[src/rtl/mtm_alu_pkg.sv]
// Shared constants for the MTM ALU controller: opcodes, flag positions, CRC-3 polynomial,
// the timeout error byte and the controller state encoding.
package mtm_alu_pkg;

  localparam logic [2:0] OP_AND = 3'b000;
  localparam logic [2:0] OP_OR  = 3'b001;
  localparam logic [2:0] OP_ADD = 3'b100;
  localparam logic [2:0] OP_SUB = 3'b101;

  // Bit positions inside the {carry, overflow, zero, negative} flag nibble
  localparam int unsigned FLAG_NEG   = 0;
  localparam int unsigned FLAG_ZERO  = 1;
  localparam int unsigned FLAG_OVF   = 2;
  localparam int unsigned FLAG_CARRY = 3;

  // x^3 + x + 1 with the implicit x^3 term dropped
  localparam logic [2:0] CRC3_POLY = 3'b011;

  localparam logic [7:0] ERR_CTL_TIMEOUT = 8'b1000_0110;

  localparam logic [2:0] StIdle    = 3'd0;
  localparam logic [2:0] StIssue   = 3'd1;
  localparam logic [2:0] StWaitAlu = 3'd2;
  localparam logic [2:0] StResp    = 3'd3;
  localparam logic [2:0] StSend    = 3'd4;

endpackage

[src/rtl/mtm_alu_crc3.sv]
// Combinational CRC-3 (x^3+x+1, init 000, MSB first) over a Width-bit word.
module mtm_alu_crc3
  import mtm_alu_pkg::*;
#(
  parameter int unsigned Width = 37
) (
  input  logic [Width-1:0] data_i,
  output logic [2:0]       crc_o
);

  logic [2:0] crc;
  logic       fb;

  always_comb begin
    crc = 3'b000;
    fb  = 1'b0;
    for (int i = Width - 1; i >= 0; i--) begin
      fb  = crc[2] ^ data_i[i];
      crc = {crc[1:0], 1'b0} ^ (fb ? CRC3_POLY : 3'b000);
    end
    crc_o = crc;
  end

endmodule

[src/rtl/mtm_alu_ctrl.sv]
// Sequencer between deserializer, ALU core and serializer. Define MTM_ALU_CTRL_TIMEOUT_EN
// to abort a WAIT_ALU that lasts TIMEOUT_CYC cycles with an error CTL byte.
module mtm_alu_ctrl
  import mtm_alu_pkg::*;
#(
  parameter int unsigned DATA_W      = 32,
  parameter int unsigned TIMEOUT_CYC = 16
) (
  input  logic              clk,
  input  logic              rst,
  input  logic              in_valid,
  input  logic              in_err,
  input  logic [DATA_W-1:0] A_in,
  input  logic [DATA_W-1:0] B_in,
  input  logic [2:0]        OP_in,
  input  logic [7:0]        in_ctl,
  output logic              in_busy,
  output logic              overrun,
  output logic              alu_start,
  output logic [DATA_W-1:0] alu_A,
  output logic [DATA_W-1:0] alu_B,
  output logic [2:0]        alu_op,
  input  logic              alu_done,
  input  logic [DATA_W-1:0] alu_result,
  input  logic [3:0]        alu_flags,
  output logic              tx_valid,
  input  logic              tx_ready,
  output logic              tx_is_ctl,
  output logic [DATA_W-1:0] tx_data,
  output logic [7:0]        tx_ctl
);

  logic [2:0]        state_q, state_d;
  logic [DATA_W-1:0] a_q, a_d, b_q, b_d, res_q, res_d;
  logic [2:0]        op_q, op_d;
  logic [3:0]        flags_q, flags_d;
  logic [7:0]        ctl_q, ctl_d;
  logic              is_ctl_q, is_ctl_d;
  logic              overrun_q, overrun_d;
  logic [2:0]        crc;

  mtm_alu_crc3 #(
    .Width (DATA_W + 5)
  ) u_crc3 (
    .data_i ({res_q, 1'b0, flags_q}),
    .crc_o  (crc)
  );

`ifdef MTM_ALU_CTRL_TIMEOUT_EN
  localparam int unsigned CntW = (TIMEOUT_CYC > 1) ? $clog2(TIMEOUT_CYC) : 1;
  logic [CntW-1:0] cnt_q, cnt_d;
  logic            tmo_hit;
  assign tmo_hit = (cnt_q == CntW'(TIMEOUT_CYC - 1));
`else
  logic unused_timeout;
  assign unused_timeout = (TIMEOUT_CYC != 0);
`endif

  always_comb begin
    state_d   = state_q;
    a_d       = a_q;
    b_d       = b_q;
    op_d      = op_q;
    res_d     = res_q;
    flags_d   = flags_q;
    ctl_d     = ctl_q;
    is_ctl_d  = is_ctl_q;
    // Any request outside IDLE is dropped and remembered until reset
    overrun_d = overrun_q | ((in_valid | in_err) & (state_q != StIdle));
`ifdef MTM_ALU_CTRL_TIMEOUT_EN
    cnt_d     = cnt_q;
`endif
    case (state_q)
      StIdle: begin
        if (in_err) begin
          ctl_d    = in_ctl;
          is_ctl_d = 1'b1;
          state_d  = StSend;
        end else if (in_valid) begin
          a_d     = A_in;
          b_d     = B_in;
          op_d    = OP_in;
          state_d = StIssue;
        end
      end
      StIssue: begin
`ifdef MTM_ALU_CTRL_TIMEOUT_EN
        cnt_d = '0;
`endif
        state_d = StWaitAlu;
      end
      StWaitAlu: begin
        if (alu_done) begin
          res_d   = alu_result;
          flags_d = alu_flags;
          state_d = StResp;
`ifdef MTM_ALU_CTRL_TIMEOUT_EN
        end else if (tmo_hit) begin
          ctl_d    = ERR_CTL_TIMEOUT;
          is_ctl_d = 1'b1;
          state_d  = StSend;
        end else begin
          cnt_d = cnt_q + 1'b1;
`endif
        end
      end
      StResp: begin
        ctl_d    = {1'b0, flags_q, crc};
        is_ctl_d = 1'b0;
        state_d  = StSend;
      end
      StSend: begin
        if (tx_ready) state_d = StIdle;
      end
      default: state_d = StIdle;
    endcase
  end

  always_ff @(posedge clk or negedge rst) begin
    if (!rst) begin
      state_q   <= StIdle;
      a_q       <= '0;
      b_q       <= '0;
      op_q      <= '0;
      res_q     <= '0;
      flags_q   <= '0;
      ctl_q     <= '0;
      is_ctl_q  <= 1'b0;
      overrun_q <= 1'b0;
    end else begin
      state_q   <= state_d;
      a_q       <= a_d;
      b_q       <= b_d;
      op_q      <= op_d;
      res_q     <= res_d;
      flags_q   <= flags_d;
      ctl_q     <= ctl_d;
      is_ctl_q  <= is_ctl_d;
      overrun_q <= overrun_d;
    end
  end

`ifdef MTM_ALU_CTRL_TIMEOUT_EN
  always_ff @(posedge clk or negedge rst) begin
    if (!rst) cnt_q <= '0;
    else      cnt_q <= cnt_d;
  end
`endif

  assign in_busy   = (state_q != StIdle);
  assign alu_start = (state_q == StIssue);
  assign tx_valid  = (state_q == StSend);
  assign overrun   = overrun_q;
  assign alu_A     = a_q;
  assign alu_B     = b_q;
  assign alu_op    = op_q;
  assign tx_data   = res_q;
  assign tx_ctl    = ctl_q;
  assign tx_is_ctl = is_ctl_q;

endmodule

[config.mk]
export PLATFORM = sky130hd
export DESIGN_NAME = mtm_alu_ctrl
export DESIGN_NICKNAME = d
export VERILOG_FILES = /design/src/rtl/mtm_alu_pkg.sv /design/src/rtl/mtm_alu_crc3.sv /design/src/rtl/mtm_alu_ctrl.sv
export SDC_FILE = /design/constraint.sdc
export NUM_CORES = 1
export LEC_CHECK = 0
export ABC_AREA = 1
export CORE_MARGIN = 4
export CORE_UTILIZATION = 44
export DETAILED_ROUTE_END_ITERATION = 16
export PLACE_DENSITY_LB_ADDON = 0.05
export SLEW_MARGIN = 40
export SYNTH_ARGS = -nofsm -noshare
export SYNTH_HDL_FRONTEND = slang
export SYNTH_SLANG_ARGS = --single-unit
[constraint.sdc]
create_clock -name clk -period 4.2 [get_ports clk]
set_input_delay 1.26 -clock clk [delete_from_list [all_inputs] [get_ports clk]]
set_output_delay 1.26 -clock clk [all_outputs]
set_load 0.05 [all_outputs]
== Yosys cells after proc, flatten, opt, wreduce, memory -nomap -nowiden ==
Cells that the tools add are included.
Widths: inputs -> output; s select.

* Input bits: 117
* Logic and storage cells: 145
* Memory bits (read-only): 0
* RAM bits: 0
* Register bits after elaboration: 116
* Latch bits: 0
* Memories kept: 0
* Output and inout port bits: 112

* $add $sub $neg: 0
* Divide/modulo/power cells: 0
* Equality and inequality tests: 8
* $mul: 0
* Reduce and logical (&&, ||, !) cells: 7
* Order comparisons: 0
* Multiplexer cells: 46
* Shift operators: 0
* Bitwise logic cells: 75

{| class="wikitable"
|+ Operators with widths
! kind !! count
|-
| $xor 3x3->3 || 35
|-
| $mux 2 || 37
|-
| $xor 1x1->1 || 34
|-
| $pmux 8 s2 || 1
|-
| $pmux 3 s5 || 1
|-
| $mux 3 || 4
|-
| $mux 8 || 1
|-
| $eq 3x2->1 const B || 2
|-
| $reduce_and 3->1 || 2
|-
| $ne 2x2->1 const B || 2
|-
| $reduce_and 2->1 || 2
|-
| $eq 3x1->1 const B || 1
|-
| $eq 3x3->1 const B || 1
|-
| $logic_not 3->1 || 1
|-
| $ne 3x3->1 const B || 1
|-
| $reduce_bool 3->1 || 1
|-
| $xor 3x2->3 || 1
|-
| $ne 2x1->1 const B || 1
|-
| $or 1x1->1 || 2
|-
| $pmux 1 s2 || 1
|-
| $reduce_bool 2->1 || 1
|-
| $and 1x1->1 || 1
|-
| $mux 1 || 1
|-
| $not 1->1 || 1
|-
| $xor 1x1->1 const A || 1
|}

== Depth between registers and ports, before layout ==
Gate-level depths: netlist of the first run.

* Depth after elaboration: 108
* Depth in mapped cells: 46
* Mapped depth without buffers: 46

== Hierarchy ==
Synthesis of the first run repeated with hierarchy kept, for this count alone.

* Cell total of the unflattened synthesis: 857
* Area total of the unflattened synthesis: 6361.1 um^2

{| class="wikitable"
|+ Modules (own cells, without submodules)
! module !! cells each !! area each (um^2) !! instances
|-
| mtm_alu_ctrl || 537 || 4755.8 || 1
|-
| mtm_alu_crc3 || 320 || 1605.3 || 1
|}

== Worst setup path before layout of the first run ==
No wires, ideal clock.

* Path type: reg2reg
* Start point: register res_q[30], in the netlist tx_data[30]
* End point: register ctl_q[1], in the netlist tx_ctl[1]
* Arrival time: 3.692 ns
* Buffers on the path: 0
* Path slack: 0.389 ns
* Cell stages (with the launch flop): 42
* Required time: 4.082 ns
* Cell sequence: dfrtp_1 > inv_2 > nand2_1 > nand3_1 > nand3_1 > nand3_1 > nand2_2 > nand2_2 > nand2_2 > nand3_2 > nand2_2 > nand2_2 > nand2_2 > nand2_2 > nand2_2 > inv_2 > nand2_4 > nand3_2 > [6 not listed] > nand2_2 > nand2_2 > nand2_4 > inv_2 > nand2_4 > nand2_2 > nand2_2 > nand2_2 > nand2_1 > nand2_1 > nand2_2 > nand2_1 > nand2_1 > nand3_1 > nand3_2 > nand2_1 > nand3_1 > nand2_1

* Longest elaborated chain between the ends: 73
* Elaborated cells between the ends (all ways): 106
* Classes of those cells: mux (36); bitwise (70)

{| class="wikitable"
|+ Ends and longest elaborated chain
! item !! RTL line !! source
|-
| start: declaration || mtm_alu_ctrl.sv:34 || <nowiki>logic [DATA_W-1:0] a_q, a_d, b_q, b_d, res_q, res_d;</nowiki>
|-
| start signal: assignment || mtm_alu_ctrl.sv:135 || <nowiki>res_q <= res_d;</nowiki>
|-
| $xor 1x1->1 * || mtm_alu_crc3.sv:18 || <nowiki>fb = crc[2] ^ data_i[i];</nowiki>
|-
| $mux 2 * || mtm_alu_crc3.sv:19 || <nowiki>crc = {crc[1:0], 1'b0} ^ (fb ? CRC3_POLY : 3'b000);</nowiki>
|-
| $xor 3x3->3 * (2 in series) || mtm_alu_crc3.sv:19 ||
|-
| $xor 1x1->1 || mtm_alu_crc3.sv:18 ||
|-
| $mux 2 || mtm_alu_crc3.sv:19 ||
|-
| $xor 3x3->3 * (2 in series) || mtm_alu_crc3.sv:19 ||
|-
| $xor 1x1->1 || mtm_alu_crc3.sv:18 ||
|-
| $mux 2 || mtm_alu_crc3.sv:19 ||
|-
| [54 not listed] || - ||
|-
| $xor 1x1->1 or $xor 3x3->3 (tied branches) || mtm_alu_crc3.sv:18, mtm_alu_crc3.sv:19 ||
|-
| $mux 2 or $xor 1x1->1 (tied branches) || mtm_alu_crc3.sv:19, mtm_alu_crc3.sv:18 ||
|-
| $xor 3x3->3 * (2 in series) || mtm_alu_crc3.sv:19 ||
|-
| $xor 1x1->1 or $xor 3x3->3 (tied branches) || mtm_alu_crc3.sv:18, mtm_alu_crc3.sv:19 ||
|-
| $mux 2 or $xor 1x1->1 (tied branches) || mtm_alu_crc3.sv:19, mtm_alu_crc3.sv:18 ||
|-
| $xor 3x3->3 * || mtm_alu_crc3.sv:19 ||
|-
| $xor 3x2->3 * || mtm_alu_crc3.sv:19 ||
|-
| $pmux 8 s2 * || mtm_alu_ctrl.sv:73 || <nowiki>case (state_q)</nowiki>
|-
| end signal: assignment || mtm_alu_ctrl.sv:137 || <nowiki>ctl_q <= ctl_d;</nowiki>
|-
| end: declaration || mtm_alu_ctrl.sv:37 || <nowiki>logic [7:0] ctl_q, ctl_d;</nowiki>
|}

Mark *: on every way between the ends. The rest lies on a longest branch, timed or not.
A chain may end at the register's enable or synchronous reset.

== Final worst setup path of the first run ==
* Start point: register res_q[31], in the netlist tx_data[31]
* End point: register ctl_q[1], in the netlist tx_ctl[1]

* Longest elaborated chain between the ends: 73
* Elaborated cells between the ends (all ways): 107
* Classes of those cells: mux (37); bitwise (70)

{| class="wikitable"
|+ Ends and longest elaborated chain
! item !! RTL line
|-
| $mux 2 * || mtm_alu_crc3.sv:19
|-
| $xor 3x3->3 * || mtm_alu_crc3.sv:19
|-
| $xor 1x1->1 || mtm_alu_crc3.sv:18
|-
| $mux 2 || mtm_alu_crc3.sv:19
|-
| $xor 3x3->3 * (2 in series) || mtm_alu_crc3.sv:19
|-
| $xor 1x1->1 || mtm_alu_crc3.sv:18
|-
| $mux 2 || mtm_alu_crc3.sv:19
|-
| $xor 3x3->3 * (2 in series) || mtm_alu_crc3.sv:19
|-
| [53 not listed] || -
|-
| $xor 3x3->3 * (2 in series) || mtm_alu_crc3.sv:19
|-
| $xor 1x1->1 || mtm_alu_crc3.sv:18
|-
| $mux 2 || mtm_alu_crc3.sv:19
|-
| $xor 3x3->3 * (2 in series) || mtm_alu_crc3.sv:19
|-
| $xor 1x1->1 || mtm_alu_crc3.sv:18
|-
| $mux 2 || mtm_alu_crc3.sv:19
|-
| $xor 3x2->3 * || mtm_alu_crc3.sv:19
|-
| $pmux 8 s2 * || mtm_alu_ctrl.sv:73
|}

Marked as above.

==> results of run 1 <==
## worst max path at each step
stage,cells past startpoint,to
final,44,tx_ctl[1]
after global routing,44,tx_ctl[1]
after CTS,41,tx_ctl[1]
after detailed placement,41,tx_ctl[1]
after global placement,42,tx_ctl[1]
after floorplan,41,tx_ctl[1]
## per-layer routing
metal	share of wire (%)	vias up	global-route usage (%)
li1	-	2439	-
met3	10	33	11.1
met1	35	2467	23.6
met4	2.0	0	7.35
met2	53	186	39.7
met5	0	-	0
## final cells by class
type	count	area, um2	area share [%]
Inverter	59	229	2.46
Clock inverter	8	100	1.07
Timing Repair Buffer	235	2340	25.2
Clock buffer	24	482	5.17
Sequential cell	116	2910	31.2
Multi-Input combinational cell	411	3040	32.7
Tap cell	172	215	2.31
## through the flow
stage,area (um2),utilization [%],cells,hold WS (ps),setup slack [ps]
2_1_floorplan,5770,-,601,503,389
3_3_place_gp,8270,65.0,991,458,475
3_5_place_dp,8270,65.0,991,470,286
4_1_cts,8850,69.6,1023,490,238
5_1_grt,9320,73.3,1025,500,-153
6_report,9320,73.3,1025,486,113
## registers in the layout, summed over array words and instances, names as in the netlist
signal     cells
tx_is_ctl      1
tx_data       32
flags_q        4
alu_A         32
tx_ctl         8
alu_op         3
overrun        1
alu_B         32
state_q        3
## cells by family after synthesis
family / after synthesis
buf+inv: 74
mux: 74
xor+xnor: 11
compound gates: 41
simple gates: 285
flops: 116
## what timing repair did
item,4_1_cts,5_1_grt
setup endpoints to repair,0,3
hold buffers,0,0
gates resized for setup,0,110
setup buffers,0,2
## cell usage in the layout (no fill, tap or decap), drive strengths merged
master           n
nor2            42
clkbuf          24
o21bai           1
dfrtp          116
clkinvlp         4
clkdlybuf4s50  227
a21oi           30
a211oi           4
nand3           60
xnor2            4
a221oi           1
mux2            74
nor3             5
clkinv           2
bufinv           2
inv             59
buf              8
nand2          172
nand4            1
o221ai           1
a32o             1
o21ai            3
nand3b           5
xor2             7
## worst register-to-register path: cells and delay by family, from the launching register on
family / cells / cell delay, ps
and+or+nand+nor: 41 / 3320
DFF: 1 / 450
buffers and inverters: 3 / 240
## synthesized netlist by cell type
| cell | count |
|---|---|
| nor2_1 | 40 |
| nor2_2 | 1 |
| o221ai_1 | 1 |
| nand2_4 | 11 |
| o21ai_0 | 3 |
| buf_1 | 3 |
| nand2_1 | 115 |
| inv_2 | 8 |
| a21oi_1 | 30 |
| nand4_1 | 1 |
| nand3_2 | 8 |
| a211oi_1 | 4 |
| o21bai_1 | 1 |
| inv_4 | 1 |
| clkbuf_1 | 12 |
| nand3b_1 | 4 |
| nor3_1 | 5 |
| dfrtp_1 | 116 |
| nand3_1 | 52 |
| nand3b_2 | 1 |
| a221oi_1 | 1 |
| xnor2_1 | 4 |
| a32o_1 | 1 |
| xor2_2 | 1 |
| nand2_2 | 46 |
| xor2_1 | 6 |
| mux2_2 | 74 |
| inv_1 | 50 |
| nor2_4 | 1 |
==> results.md, run 1 <==
* Seq/Total Area, Yosys at between 50% and 60%
* Worst skew pair latency at 420 ps
* WP buf/inv at 3
* Final min period at 4090 ps
* Worst reg2reg path depth at 44
* Initial antenna violation count at 0
* Vias per cell at 5.00
* Least-Margin Pin Slew at 740 ps
* Syn-to-layout area delta at 61.4%
* Worst EP required at 4510 ps
* Die width at about 120 um
* MaxCap Viol Count at 0
* Net count after synthesis at around 720
* DRT Wirelength at 17300 um
* CP max FO at 6
* Fin. max-slew vios at 0
* Max Clk Rate at between 200 and 250 MHz
* Cells after Synth at around 600
* Number of global-route vias before repair at roughly 5500
* DRC violations left at 0
* Reg2reg start: tx_data[31]
* Final hold violation count at 0
* Drt wl/cell at 16.9 um
* Clock sinks at about 120
* Rows at between 40 and 50
* Synth Area in XOR/XNOR at about 1.8%
* Synth Area in Simple Gates at between 20 and 25%
* Cell variety after synth at 29
* CTS root buf: clkbuf_16
* Seq cells post-synth at approximately 120
* Largest net degree at the start of global routing at 68
* Placeable Area at about 13000 um2
* Initial drt markers at about 340
* Maximum buffer depth of the clock tree at 2
* Crit path max-delay family: simple AND/OR/NAND/NOR gates
* Worst EP arrival at roughly 4400 ps
* Via count at between 5000 and 6000
* GP Congestion at 0.919
* Syn_area_per_cell at 9.61 um2
* Total negative setup slack at 0 ps
* IO Port Bufs at about 230
* Clock skew at just over 7 ps
* Flop2flop setup slack at about 110 ps
* Final Setup Violations at 0
* HPWL Detailed at 12500 um
* Mapped cell area at 5770 um2
* # nets final at roughly 960
* Complex-gate fraction of the synthesized area at 3.99%
* Post-Synth Adder-Cell Area at 0%
* Routed Antenna Nets at 0
* Outcome: completed
* Worst min-delay path category: reg2reg
* Main combinational cell family by area after synthesis: simple AND/OR/NAND/NOR gates
* Yosys top cell by area: dfrtp_1
* Slowest cell delay on critical path at 450 ps
* Tcrit/Tclk final at 97.3%
* Layout cells sized above 1 at between 30 and 40%
* RSZ-0062 raised after global routing: yes
* Fillers at just under 1000
* Crit Path Category: reg2reg
* Synth area leaders: dfrtp_1 (50%), mux2_2 (14%), nand2_1 (7.5%)
* Worst Hold Depth at 1
* Startpoint types: register
* I/O pin cnt at between 200 and 250
* Synth warnings at 0
* Slew margin rel. at between 50% and 60%
* Worst Setup SP: tx_data[31]
* Critical path's most frequent cell: nand2_4
* Initial core utilization at a little under half
* Slowest-stage cell, CP: dfrtp_2
* Diode count at 0
* First-pass GRT wire length at around 26000 um
* Htree depth at 4
* Mux share of post-synthesis cell area at between 10% and 20%
* Total GRT Usage at 22.6%
* CTS tree: done
* DRT Pass-1 Iters at 4
* Full die area at around 15000 um2
* Capture point of the worst reg-to-reg path: tx_ctl[1]
* Total congestion overflow at 0
* Hold path startpoint: overrun
* Hold Path End: overrun
* Die height at 123 um
* Crit end category: register
* Share of the synthesized area in the top cell type at roughly 50%
* Cts bufs inserted at 17
* Worst-path clk slew at 60 ps
Power of run 1 is not shown: default switching activity piles up to over one toggle a cycle in this logic, so the estimate is an artifact.
==> run 2: changes to the inputs <==
--- a/config.mk
+++ b/config.mk
@@ -10,6 +10,7 @@
 export CORE_UTILIZATION = 44
 export DETAILED_ROUTE_END_ITERATION = 16
 export PLACE_DENSITY_LB_ADDON = 0.05
+export SETUP_SLACK_MARGIN = 0.02
 export SLEW_MARGIN = 40
 export SYNTH_ARGS = -nofsm -noshare
 export SYNTH_HDL_FRONTEND = slang
==> results of run 2 <==
Final layout, timing and power as in run 1 (identical DEF).
Power of run 2 is left out for the same reason.
==> run 3: changes to the inputs <==
--- a/config.mk
+++ b/config.mk
@@ -15,3 +15,4 @@
 export SYNTH_ARGS = -nofsm -noshare
 export SYNTH_HDL_FRONTEND = slang
 export SYNTH_SLANG_ARGS = --single-unit
+export TNS_END_PERCENT = 20
==> results of run 3 <==
Final layout, timing and power as in run 1 (identical DEF).
Power of run 3 is left out for the same reason.
